--- src/rtl/ras_pkg.sv ---
// Shared types and default sizing for the
// return-address stack controller.
package ras_pkg;

  localparam int RAS_DEPTH = 1024;
  localparam int RAS_WIDTH = 36;
  localparam int RAS_ADDR  = $clog2(RAS_DEPTH);
  localparam int CAPACITY  = RAS_DEPTH + 1;

  typedef logic [RAS_WIDTH-1:0] ras_addr_t;
  typedef logic [RAS_ADDR-1:0]  ras_ptr_t;
  typedef logic [RAS_ADDR:0]    ras_cnt_t;

  typedef enum logic {
    IDLE = 1'b0,
    FILL = 1'b1
  } ras_state_e;

endpackage

--- src/rtl/ras_ctrl.sv ---
// Return-address stack controller: TOS held in a
// register, deeper entries spilled to a dual-port BRAM.
module ras_ctrl
  import ras_pkg::*;
#(
  parameter  int DEPTH = RAS_DEPTH,
  parameter  int WIDTH = RAS_WIDTH,
  localparam int ADDR  = $clog2(DEPTH)
) (
  input  logic             clk,
  input  logic             rst_n,
  input  logic             push_i,
  input  logic             pop_i,
  input  logic             flush_i,
  input  logic [WIDTH-1:0] push_addr_i,
  output logic             ready_o,
  output logic [WIDTH-1:0] top_o,
  output logic             top_valid_o,
  output logic [ADDR:0]    count_o,
  output logic             overflow_o,
  output logic             underflow_o,
  output logic             ram_rea,
  output logic             ram_reb,
  output logic             ram_wea,
  output logic             ram_web,
  output logic [ADDR-1:0]  ram_raddra,
  output logic [ADDR-1:0]  ram_raddrb,
  output logic [ADDR-1:0]  ram_waddra,
  output logic [ADDR-1:0]  ram_waddrb,
  output logic [WIDTH-1:0] ram_wia,
  output logic [WIDTH-1:0] ram_wib,
  input  logic [WIDTH-1:0] ram_doa,
  input  logic [WIDTH-1:0] ram_dob
);

  localparam int CW = ADDR + 1;
  localparam logic [ADDR:0] CAP = CW'(DEPTH + 1);
  localparam logic [ADDR-1:0] LAST = ADDR'(DEPTH - 1);

  ras_state_e       r_state;
  logic [ADDR-1:0]  r_ptr;
  logic [ADDR:0]    r_count;
  logic [WIDTH-1:0] r_tos;
  logic             r_ovf;
  logic             r_unf;

  ras_state_e       w_nxt_state;
  logic [ADDR-1:0]  w_nxt_ptr;
  logic [ADDR:0]    w_nxt_count;
  logic [WIDTH-1:0] w_nxt_tos;
  logic             w_nxt_ovf;
  logic             w_nxt_unf;

  logic             w_idle;
  logic             w_fill;
  logic             w_both;
  logic             w_push;
  logic             w_pop;
  logic             w_wea;
  logic             w_reb;
  logic [ADDR-1:0]  w_ptr_inc;
  logic [ADDR-1:0]  w_ptr_dec;
  logic             w_unused;

  // Port A of the BRAM is write-only, so its read data is dead.
  assign w_unused = ^ram_doa;

  // Mutually exclusive request decode; flush dominates.
  assign w_idle = (r_state == IDLE);
  assign w_fill = !flush_i && (r_state == FILL);
  assign w_both = !flush_i && w_idle && push_i && pop_i;
  assign w_push = !flush_i && w_idle && push_i && !pop_i;
  assign w_pop  = !flush_i && w_idle && !push_i && pop_i;

  assign w_ptr_inc = (r_ptr == LAST) ? '0 : r_ptr + 1'b1;
  assign w_ptr_dec = (r_ptr == '0) ? LAST : r_ptr - 1'b1;

  assign w_wea = w_push && (r_count != '0);
  assign w_reb = w_pop && (r_count >= CW'(2));

  assign ram_rea    = 1'b0;
  assign ram_web    = 1'b0;
  assign ram_raddra = '0;
  assign ram_waddrb = '0;
  assign ram_wib    = '0;
  assign ram_wea    = w_wea;
  assign ram_waddra = w_wea ? r_ptr : '0;
  assign ram_wia    = w_wea ? r_tos : '0;
  assign ram_reb    = w_reb;
  assign ram_raddrb = w_reb ? w_ptr_dec : '0;

  assign ready_o     = w_idle;
  assign top_valid_o = w_idle && (r_count != '0);
  assign top_o       = r_tos;
  assign count_o     = r_count;
  assign overflow_o  = r_ovf;
  assign underflow_o = r_unf;

  // Next-state and stack bookkeeping for one accepted request.
  always_comb begin
    w_nxt_state = r_state;
    w_nxt_ptr   = r_ptr;
    w_nxt_count = r_count;
    w_nxt_tos   = r_tos;
    w_nxt_ovf   = 1'b0;
    w_nxt_unf   = 1'b0;
    unique case (1'b1)
      flush_i: begin
        w_nxt_state = IDLE;
        w_nxt_ptr   = '0;
        w_nxt_count = '0;
      end
      w_fill: begin
        w_nxt_tos   = ram_dob;
        w_nxt_state = IDLE;
      end
      w_both: begin
        w_nxt_tos = push_addr_i;
        if (r_count == '0)
          w_nxt_count = CW'(1);
      end
      w_push: begin
        w_nxt_tos = push_addr_i;
        if (r_count != '0)
          w_nxt_ptr = w_ptr_inc;
        if (r_count == CAP)
          w_nxt_ovf = 1'b1;
        else
          w_nxt_count = r_count + 1'b1;
      end
      w_pop: begin
        if (r_count == '0) begin
          w_nxt_unf = 1'b1;
        end else if (r_count == CW'(1)) begin
          w_nxt_count = '0;
        end else begin
          w_nxt_ptr   = w_ptr_dec;
          w_nxt_count = r_count - 1'b1;
          w_nxt_state = FILL;
        end
      end
      default: ;
    endcase
  end

  // Stack state registers.
  always_ff @(posedge clk or negedge rst_n) begin
    if (!rst_n) begin
      r_state <= IDLE;
      r_ptr   <= '0;
      r_count <= '0;
      r_tos   <= '0;
      r_ovf   <= 1'b0;
      r_unf   <= 1'b0;
    end else begin
      r_state <= w_nxt_state;
      r_ptr   <= w_nxt_ptr;
      r_count <= w_nxt_count;
      r_tos   <= w_nxt_tos;
      r_ovf   <= w_nxt_ovf;
      r_unf   <= w_nxt_unf;
    end
  end

endmodule

--- config.mk ---
export PLATFORM = sky130hd
export DESIGN_NAME = ras_ctrl
export DESIGN_NICKNAME = d
export VERILOG_FILES = /design/src/rtl/ras_pkg.sv /design/src/rtl/ras_ctrl.sv
export SDC_FILE = /design/constraint.sdc
export NUM_CORES = 1
export LEC_CHECK = 0
export ABC_AREA = 1
export BUFFER_PORTS_ARGS = -buffer_cell sky130_fd_sc_hd__buf_4
export CORE_ASPECT_RATIO = 1.4
export CORE_MARGIN = 2
export CORE_UTILIZATION = 35
export CTS_BUF_LIST = sky130_fd_sc_hd__clkbuf_16
export DETAILED_ROUTE_END_ITERATION = 8
export HOLD_SLACK_MARGIN = 0.12
export PLACE_DENSITY = 0.75
export SETUP_SLACK_MARGIN = 0.2
export SLEW_MARGIN = 20
export SYNTH_ARGS = -nofsm -noshare
export SYNTH_HDL_FRONTEND = slang
export SYNTH_SLANG_ARGS = --single-unit
export TNS_END_PERCENT = 30
--- constraint.sdc ---
create_clock -name clk -period 1.46 [get_ports clk]
set_input_delay 0.073 -clock clk [delete_from_list [all_inputs] [get_ports clk]]
set_output_delay 0.073 -clock clk [all_outputs]
set_load 0.01 [all_outputs]
==> metrics.txt, run 1 <==
max-slew violation count 0; via count 5,924; outcome finished, violations left; CTS Buf Count 9; GRT Overall Usage 24.7%; Hold WS 0.103 ns; worst r2r dst r_ptr[1]; Post-CTS Hold Buffers 73; WHS Path Cells 4; later-pin clock latency in the skew report 0.33 ns; wire length on met3 1.42 mm; RSZ-0062 raised after global routing yes; hold path start flush_i; Final Skew 0.00775 ns; crit path launch type flop; Starting Density 35.9%; Core ar. 12,900 um2; DRC 0; Synth Register Bits 60; nets@finish 1,164; Iter 0 DRT Violations 260; power per cell area 1630 nW/um2; min cycle time layout 1.90 ns; Peak VDD IR 0.00101 V; Final Setup Violations 81; Antenna Cells 0; synth warn 0; global-route wire length before repair 27.6 mm; root buffer cell clkbuf_16; CTS tree done; Util after Layout 64.6%; cell family with the largest share of critical-path delay simple AND/OR/NAND/NOR gates; DRT Wirelength 18.8 mm; H-tree depth 3; Die ar. 14,200 um2; gpl congestion 0.972; crit path DAT 1.83 ns; drt wl/cell 15.3 um; sequential-to-total area share from yosys stat 32.3%; synth top area cells dfrtp_1 (32%), nand2_1 (13%), nor2_1 (10%); M1 wire length 6.68 mm; worst hold path endpoint top_o[5]; critical path class reg2out; fraction of layout instances using a drive strength above 1 39.4%; failing checks negative setup slack; largest net degree at the start of global routing 40; DP HPWL 11.8 mm; vias per inst 4.83; drt pass-1 iters 5; clock slew at reported path FFs 0.06 ns; Placed Instances 1,116; row cnt 49; most common cell after layout, fill and taps aside buf_4; Yosys top cell area share 32.3%; most frequent cells in the layout buf_4 (258), nand2_1 (142), nor2_1 (98); ANT nets after route 0; Syn Area/Cell 6.68 um2; Slowest-stage cell, CP dfrtp_1; Yosys cell types 34; top routing layer used met4; Ports 280; WP buf/inv 3; Die Y 140 um; reg2reg start count_o[3]; Fmax 525 MHz; Synth Instances 696; vias in the first global route 5,592; Longest Clk Path Bufs 2; die width 101 um; grt ovf 0; Layout Cells excl Fill 1,227; final hold vios 0; metal2 WL 10.0 mm; fin crit share 130%; setup ws final -0.444 ns; worst path cell trace inv_2 -> ha_4 -> nand2_4 -> nor2_4 -> nand3_2 -> nand3_2 -> nand2_2 -> or2_1 -> inv_2 -> buf_6; area leader, netlist dfrtp_1; Worst Hold Class in2reg; Area Growth Syn to Fin 79.9%; endpoint type of the worst setup path primary output; CP peak stage delay 0.38 ns; Static Leak 0.00436 uW; Sink Count 60; fill cell count 1,044; CP required 1.39 ns; Max-Cap Viols 0; r2r worst-path depth 9; initial antenna violation count 0; setup slack, reg-to-reg -0.25 ns; critical-path maximum fanout 5; port bufs 185; Post-Syn Area 4650 um2
[Yosys cell counts]
cell      count
dfrtp_1      60
nor2_1      128
a21boi_0      1
buf_4        63
nand3_2       4
nor3b_1       1
buf_2         8
nand2_1     157
or2_1         1
inv_2         2
nand4_1       5
o21ai_0      53
a21oi_2       1
nor2_8        1
o31ai_1       1
buf_6         4
a21oi_1       3
nand3b_1      1
o21bai_1      1
nand2_2       6
o211ai_1      2
nor2_2        1
nand3_1      42
inv_1        74
nor3_1        3
o21ai_1       2
xor2_1        7
xnor2_1       1
conb_1        1
o22ai_1      36
nor2_4        6
a21oi_4       1
clkbuf_1     12
ha_1          7
[where the power goes]
| part | total, uW | internal (uW) | switching, uW | leakage, uW |
|---|---|---|---|---|
| clock network | 2210 | 1330 | 880 | 0.000140 |
| registers | 2570 | 2110 | 454 | 0.000755 |
| logic | 8820 | 4140 | 4680 | 0.00346 |
[kinds of logic after synthesis]
family / count (synthesis) / synth area share, %
simple gates: 356 / 32.7
buf+inv: 163 / 19.1
compound gates: 101 / 12.4
flops: 60 / 32.3
xor+xnor: 8 / 1.51
fa+ha+maj: 7 / 1.88
other cells: 1 / 0.0807
[stage by stage]
| step | setup slack [ns] | cell area, um2 | setup TNS, ns | total power [uW] |
|---|---|---|---|---|
| 2_1_floorplan | -0.0401 | 4920 | -0.271 | 6260 |
| 3_3_place_gp | -0.147 | 6670 | -4.54 | 9160 |
| 3_5_place_dp | -0.173 | 6670 | -5.79 | 9230 |
| 4_1_cts | -0.411 | 7960 | -25.05 | 12500 |
| 5_1_grt | -0.520 | 8360 | -34.13 | 14500 |
| 6_report | -0.444 | 8360 | -26.41 | 13600 |
[tightest hold or removal path, stage by stage]
cell	delay, ns
buf_4	0.12
a21oi_4	0.07
o21ai_2	0.06
o22ai_1	0.06
[how the worst max path moves through the flow]
stage	startpoint	endpoint	slack [ns]	cells after the start
after global routing	r_ptr[1]	ram_raddrb[9]	-0.52	10
after detailed placement	r_ptr[1]	ram_raddrb[0]	-0.17	9
after floorplan	r_ptr[0]	ram_raddrb[9]	-0.04	9
after CTS	count_o[3]	ram_raddrb[9]	-0.41	8
final	r_ptr[1]	ram_raddrb[9]	-0.44	10
after global placement	r_ptr[1]	ram_raddrb[3]	-0.15	9
[state kept, by name (all words and copies together), names as in the netlist]
name / cells
count_o: 11
overflow_o: 1
r_ptr: 10
r_state: 1
top_o: 36
underflow_o: 1
[per-layer routing]
layer	GRT usage (%)	vias to the layer above
met5	0	-
met4	11.3	0
met3	4.29	66
met2	44.2	342
met1	28.1	2711
li1	-	2805
[timing repair]
action	in CTS	in global routing
endpoints found under the hold margin	96	1
setup endpoints to repair	120	123
buffers inserted	9	9
pin swaps	17	34
resized for setup	51	83
cloned	2	2
[layout make-up]
cell class                      count  area [um2]  share of cell area [%]
Timing Repair Buffer              367        3180                    38.0
Inverter                           76         290                    3.47
Sequential cell                    60        1510                    18.1
Tap cell                          178         223                    2.66
Clock buffer                        9         225                    2.69
Clock inverter                      7        75.1                   0.898
Multi-Input combinational cell    530        2860                    34.2
No activity file was read; power rests on OpenSTA's default activity.
==> run 2: changes to the inputs <==
- CTS_BUF_LIST: sky130_fd_sc_hd__clkbuf_16 -> sky130_fd_sc_hd__clkbuf_2
==> metrics.txt, run 2 (same netlist as run 1, synthesis figures left out) <==
power per cell area 1590 nW/um2 (-2.5%); setup slack, reg-to-reg -0.43 ns (-0.18 ns); fraction of layout instances using a drive strength above 1 40.5% (+1.2 points); setup ws final -0.681 ns (-0.236 ns); fin crit share 147% (+16 points); Iter 0 DRT Violations 289 (+11%); Ports 280 (unchanged); Fmax 467 MHz (-11%); CP required 1.39 ns (about the same); DP HPWL 11.8 mm (unchanged); Hold WS 0.00320 ns (-0.0994 ns); GRT Overall Usage 24.5% (-0.22 points); critical path class reg2out; grt ovf 0 (unchanged); Core ar. 12,900 um2 (unchanged); met3 usage 3.69% (-0.60 points); H-tree depth 3 (unchanged); fill cell count 994 (-4.8%); hold path start push_i; root buffer cell clkbuf_2; Sink Count 60 (unchanged); port bufs 185 (unchanged); max-slew violation count 0 (unchanged); relative slew slack 64.6%; outcome finished, violations left; Peak VDD IR 0.00107 V (+5.8%); Final Skew 0.0262 ns (+0.0185 ns); worst hold path endpoint top_o[20]; via count 5,958 (+0.57%); Die Y 140 um (unchanged); met2 usage 43.9% (-0.31 points); die width 101 um (unchanged); drt wl/cell 15.4 um (+0.52%); min cycle time layout 2.14 ns (+0.236 ns); Area Growth Syn to Fin 83.2%; most common cell after layout, fill and taps aside buf_4; clock slew at reported path FFs 0.22 ns (+0.16 ns); Die ar. 14,200 um2 (unchanged); drt pass-1 iters 5 (unchanged); Util after Layout 65.8% (+1.2 points); later-pin clock latency in the skew report 0.54 ns (+0.21 ns); CTS Buf Count 9 (unchanged); row cnt 49 (unchanged); RSZ-0062 raised after global routing yes; Worst-Margin Slew 0.527 ns; M1 GR Usage 27.9% (-0.16 points); critical-path maximum fanout 6 (+1); Max-Cap Viols 0 (unchanged); ANT nets after route 0 (unchanged); Final Setup Violations 88 (+8.6%); Static Leak 0.00436 uW (about the same); failing checks negative setup slack; DRT Wirelength 19.1 mm (+1.3%); final hold vios 0 (unchanged); largest net degree at the start of global routing 40 (unchanged); CTS tree done; gpl congestion 0.972 (unchanged); global-route wire length before repair 27.5 mm (-0.28%); WHS Path Cells 5 (+1); reg2reg start count_o[3]; vias in the first global route 5,716 (+2.2%); vias per inst 4.82 (-0.24%); Worst Hold Class in2reg; Longest Clk Path Bufs 2 (unchanged); most frequent cells in the layout buf_4 (215), nand2_1 (149), nor2_1 (84); worst r2r dst underflow_o; GRT busiest layer met2; Largest register FFs 36 (unchanged); nets@finish 1,173 (+0.77%); crit path DAT 2.07 ns (+0.24 ns); endpoint type of the worst setup path primary output; DRC 0 (unchanged); crit path launch type flop; Starting Density 35.9% (unchanged); initial antenna violation count 1 (+1); r2r worst-path depth 13 (+4)
-- run 2: changes by cell type in the layout (fill, tap and decap cells not counted), sizes merged --
cell / before / now
clkbuf: 11 / 10
diode: 0 / 1
buf: 292 / 297
dlygate4sd3: 73 / 78
-- run 2: cell type report --
cell class / count / area [um2] / share of cell area (%)
Antenna cell: 1 / 2.50 / 0.0294
Clock buffer: 9 / 45.0 / 0.529
Clock inverter: 7 / 75.1 / 0.881
Inverter: 76 / 293 / 3.44
Multi-Input combinational cell: 530 / 2930 / 34.4
Sequential cell: 60 / 1520 / 17.8
Tap cell: 178 / 223 / 2.61
Timing Repair Buffer: 376 / 3430 / 40.3
-- run 2: through the flow --
step / TNS [ns] / area, um2 / total power, uW / cells / setup WS (ns)
6_report: -45.74 / 8520 / 13500 / 1237 / -0.681
3_5_place_dp: -5.79 / 6670 / 9230 / 1116 / -0.173
3_3_place_gp: -4.54 / 6670 / 9160 / 1116 / -0.147
5_1_grt: -54.91 / 8520 / 14400 / 1237 / -0.772
2_1_floorplan: -0.271 / 4920 / 6260 / 753 / -0.0401
4_1_cts: -43.82 / 8060 / 12300 / 1227 / -0.683
-- run 2: routing by layer --
layer | part of all wire (%) | vias to the layer above
met5 | 0 | -
li1 | - | 2825
met4 | 4.3 | 0
met3 | 7.3 | 76
met1 | 36 | 2716
met2 | 52 | 341
-- run 2: worst max-delay path, stage by stage, from the launching register on --
cell,delay (ns)
dfrtp_2,0.52
nor2_4,0.17
nand2_4,0.10
inv_2,0.10
nand3_4,0.11
nand2_8,0.15
buf_6,0.16
inv_1,0.06
buf_4,0.15
-- run 2: worst max path at each step --
stage	start	to	slack, ns	cells after the start
floorplan	r_ptr[0]	ram_raddrb[9]	-0.04	9
global placement	r_ptr[1]	ram_raddrb[3]	-0.15	9
detailed placement	r_ptr[1]	ram_raddrb[0]	-0.17	9
CTS	r_state	ram_wia[33]	-0.68	7
global route	r_state	ram_wia[16]	-0.77	7
finish	count_o[4]	ram_wea	-0.68	8
-- run 2: timing repair --
item,4_1_cts,5_1_grt
gates resized for setup,130,99
hold buffers,78,1
hold endpoints to repair,116,39
setup endpoints to repair,139,153
cloned,1,2
pin swaps,25,28
setup buffers,16,6
-- run 2: where the power goes --
group	total, uW	leakage [uW]	switching (uW)	internal [uW]
registers	2610	0.000749	498	2110
logic	9700	0.00354	4960	4740
clock network	1190	0.0000666	791	404
==> run 3: changes to the inputs <==
- ABC_AREA: 1 -> 0
==> metrics.txt, run 3 <==
vias in the first global route 5,680 (-0.63%); Worst-Margin Slew 0.675 ns (+0.148 ns); Yosys top cell area share 32.8% (+0.50 points); drt wl/cell 18.7 um (+22%); relative slew slack 54.6% (-10 points); most common cell after layout, fill and taps aside buf_4; Yosys cell types 60 (+76%); ys async rst share 100% (unchanged); global-route wire length before repair 29.8 mm (+8.3%); setup TNS -77.82 ns (-32.08 ns); root buffer cell clkbuf_2; drt pass-1 iters 6 (+1); Commonest cells post-synth dfrtp_1 (60), buf_4 (59), nand2_1 (51), o21ai_0 (51), and2_1 (46); Area Growth Syn to Fin 90.1%; ys flop type dfrtp_1; RSZ-0062 raised after global routing yes; row cnt 49 (unchanged); grt ovf 0 (unchanged); Post-CTS Hold Buffers 75 (-3.8%); endpoint type of the worst setup path primary output; fraction of layout instances using a drive strength above 1 49.7% (+9.2 points); GRT Overall Usage 27.3% (+2.8 points); max-slew violation count 0 (unchanged); Synth Register Bits 60 (unchanged); gpl congestion 0.921 (-5.2%); later-pin clock latency in the skew report 0.52 ns (-0.02 ns); setup ws final -1.12 ns (-0.438 ns); Sink Count 60 (unchanged); most frequent cells in the layout buf_4 (207), buf_6 (101), dlygate4sd3_1 (75); Ports 280 (unchanged); power per cell area 1350 nW/um2 (-15%); CTS Buf Count 9 (unchanged); sequential-to-total area share from yosys stat 32.8% (+0.50 points); Final Setup Violations 120 (+36%); nets@finish 1,040 (-11%); largest net degree at the start of global routing 39 (-2.5%); ANT nets after route 0 (unchanged); via count 5,755 (-3.4%); area leader, netlist dfrtp_1; Fmax 388 MHz (-17%); dpl ws -0.724 ns (-0.551 ns); Post-Syn Area 4580 um2 (-1.5%); CTS tree done; Die Y 139 um (-0.75%); Synth Instances 550 (-21%); DRC 0 (unchanged); critical-path maximum fanout 3 (-3); initial antenna violation count 1 (unchanged); outcome finished, violations left; clock slew at reported path FFs 0.20 ns (-0.02 ns); vias per inst 5.33 (+11%); H-tree depth 3 (unchanged); Max-Cap Viols 0 (unchanged); Die ar. 14,000 um2 (-1.5%); Core ar. 12,800 um2 (-0.95%); final hold vios 0 (unchanged); synth warn 0 (unchanged); synth top area cells dfrtp_1 (33%), buf_4 (9.7%), mux2i_1 (8.3%); crit path launch type flop; Longest Clk Path Bufs 2 (unchanged); CP required 1.39 ns (about the same); Starting Density 35.7% (-0.21 points); DP HPWL 11.3 mm (-4.6%); count leader, synth dfrtp_1; fin crit share 177% (+30 points); min cycle time layout 2.58 ns (+0.438 ns); die width 101 um (-0.74%); Final Skew 0.0317 ns (+0.00543 ns); Syn Area/Cell 8.32 um2 (+25%); critical path class reg2out; crit path DAT 2.51 ns (+0.44 ns); port bufs 185 (unchanged); Worst Hold Class in2reg; number of synthesized flops with an enable pin 0 (unchanged); Iter 0 DRT Violations 293 (+1.4%); DRT Wirelength 20.2 mm (+6.1%); failing checks negative setup slack; Peak VDD IR 0.000566 V (-47%); Static Leak 0.00413 uW (-5.3%); Largest register FFs 36 (unchanged)
==> run 3: cell count changes after synthesis, sizes merged, moves of 7 or more <==
cell	previous run	this run
nand2	163	51
nor2	136	34
inv	76	13
and2	0	47
mux2i	0	38
nand3	46	10
o22ai	36	6
nor3	3	23
clkbuf	12	27
a21oi	5	14
a31oi	0	7
o31ai	1	8
==> run 3: final cells by class <==
type | instances | area, um2
clock buffer | 10 | 50.0
antenna | 1 | 2.50
inverter | 13 | 48.8
tap | 153 | 191
multi-input combinational | 441 | 3150
clock inverter | 6 | 78.8
fill | 915 | 4110
timing repair buffer | 395 | 3670
sequential | 60 | 1510
==> run 3: logic make-up (layout without fill, tap and decap cells) <==
group | count (synthesis) | count (layout) | synth area share (%)
XOR/XNOR | 5 | 5 | 0.957
AO/OA/AOI/OAI | 127 | 127 | 18.0
flip-flops | 60 | 60 | 32.8
other | 1 | 59 | 0.0819
adder cells (fa/ha/maj) | 7 | 7 | 1.91
AND/OR/NAND/NOR | 200 | 206 | 23.3
buffers and inverters | 112 | 424 | 14.6
multiplexers | 38 | 38 | 8.31
==> run 3: power breakdown <==
part | internal (uW) | total, uW | switching [uW]
Clock | 560 | 1230 | 669
Sequential | 2060 | 2450 | 391
Combinational | 4220 | 8040 | 3820
Total | 6830 | 11700 | 4880
==> run 3: repair_timing <==
item | CTS | global route
buffers inserted | 8 | 11
cloned | 7 | 0
pin swaps | 53 | 20
resized for setup | 154 | 83
endpoints found under the setup margin | 131 | 145
endpoints found under the hold margin | 98 | 2
==> run 3: path summary, 6_finish.rpt <==
kind                               start       endpoint  cells after the start  slack (ns)
worst min-delay path             flush_i        r_state                      5        0.06
worst max-delay path            r_ptr[1]  ram_raddrb[3]                      7       -1.12
worst min register to register  top_o[6]       top_o[6]                      2        0.55
max in group asynchronous          rst_n      top_o[31]                      4        0.34
worst max register to register   r_state     count_o[6]                      7       -0.82
min in group asynchronous          rst_n        r_state                      3        0.57
==> run 3: stage by stage <==
stage	hold WS (ns)	std cells	instance area, um2	power [uW]	util (%)
global placement	0.0463	961	6830	8200	53.3
finish	0.0639	1079	8700	11700	67.9
global route	0.0211	1079	8700	12400	67.9
CTS	0.112	1067	8300	10800	64.8
detailed placement	0.0496	961	6830	8290	53.3
floorplan	-0.223	607	4980	5520	-
==> run 3: worst max-delay path, stage by stage, from the launching register on <==
cell     delay [ns]
dfrtp_1        0.42
inv_2          0.09
ha_4           0.13
or4b_4         0.45
or3b_4         0.43
a31oi_4        0.19
nor2b_4        0.19
buf_6          0.11
==> run 3: routing by layer <==
metal,global-route usage (%),part of all wire (%),routed length [um],vias to the layer above
met2,47.4,53,10700,343
met5,0,0,0,-
li1,-,-,-,2584
met4,15.0,3.7,753,0
met1,29.5,36,7260,2770
met3,7.58,7.6,1530,58
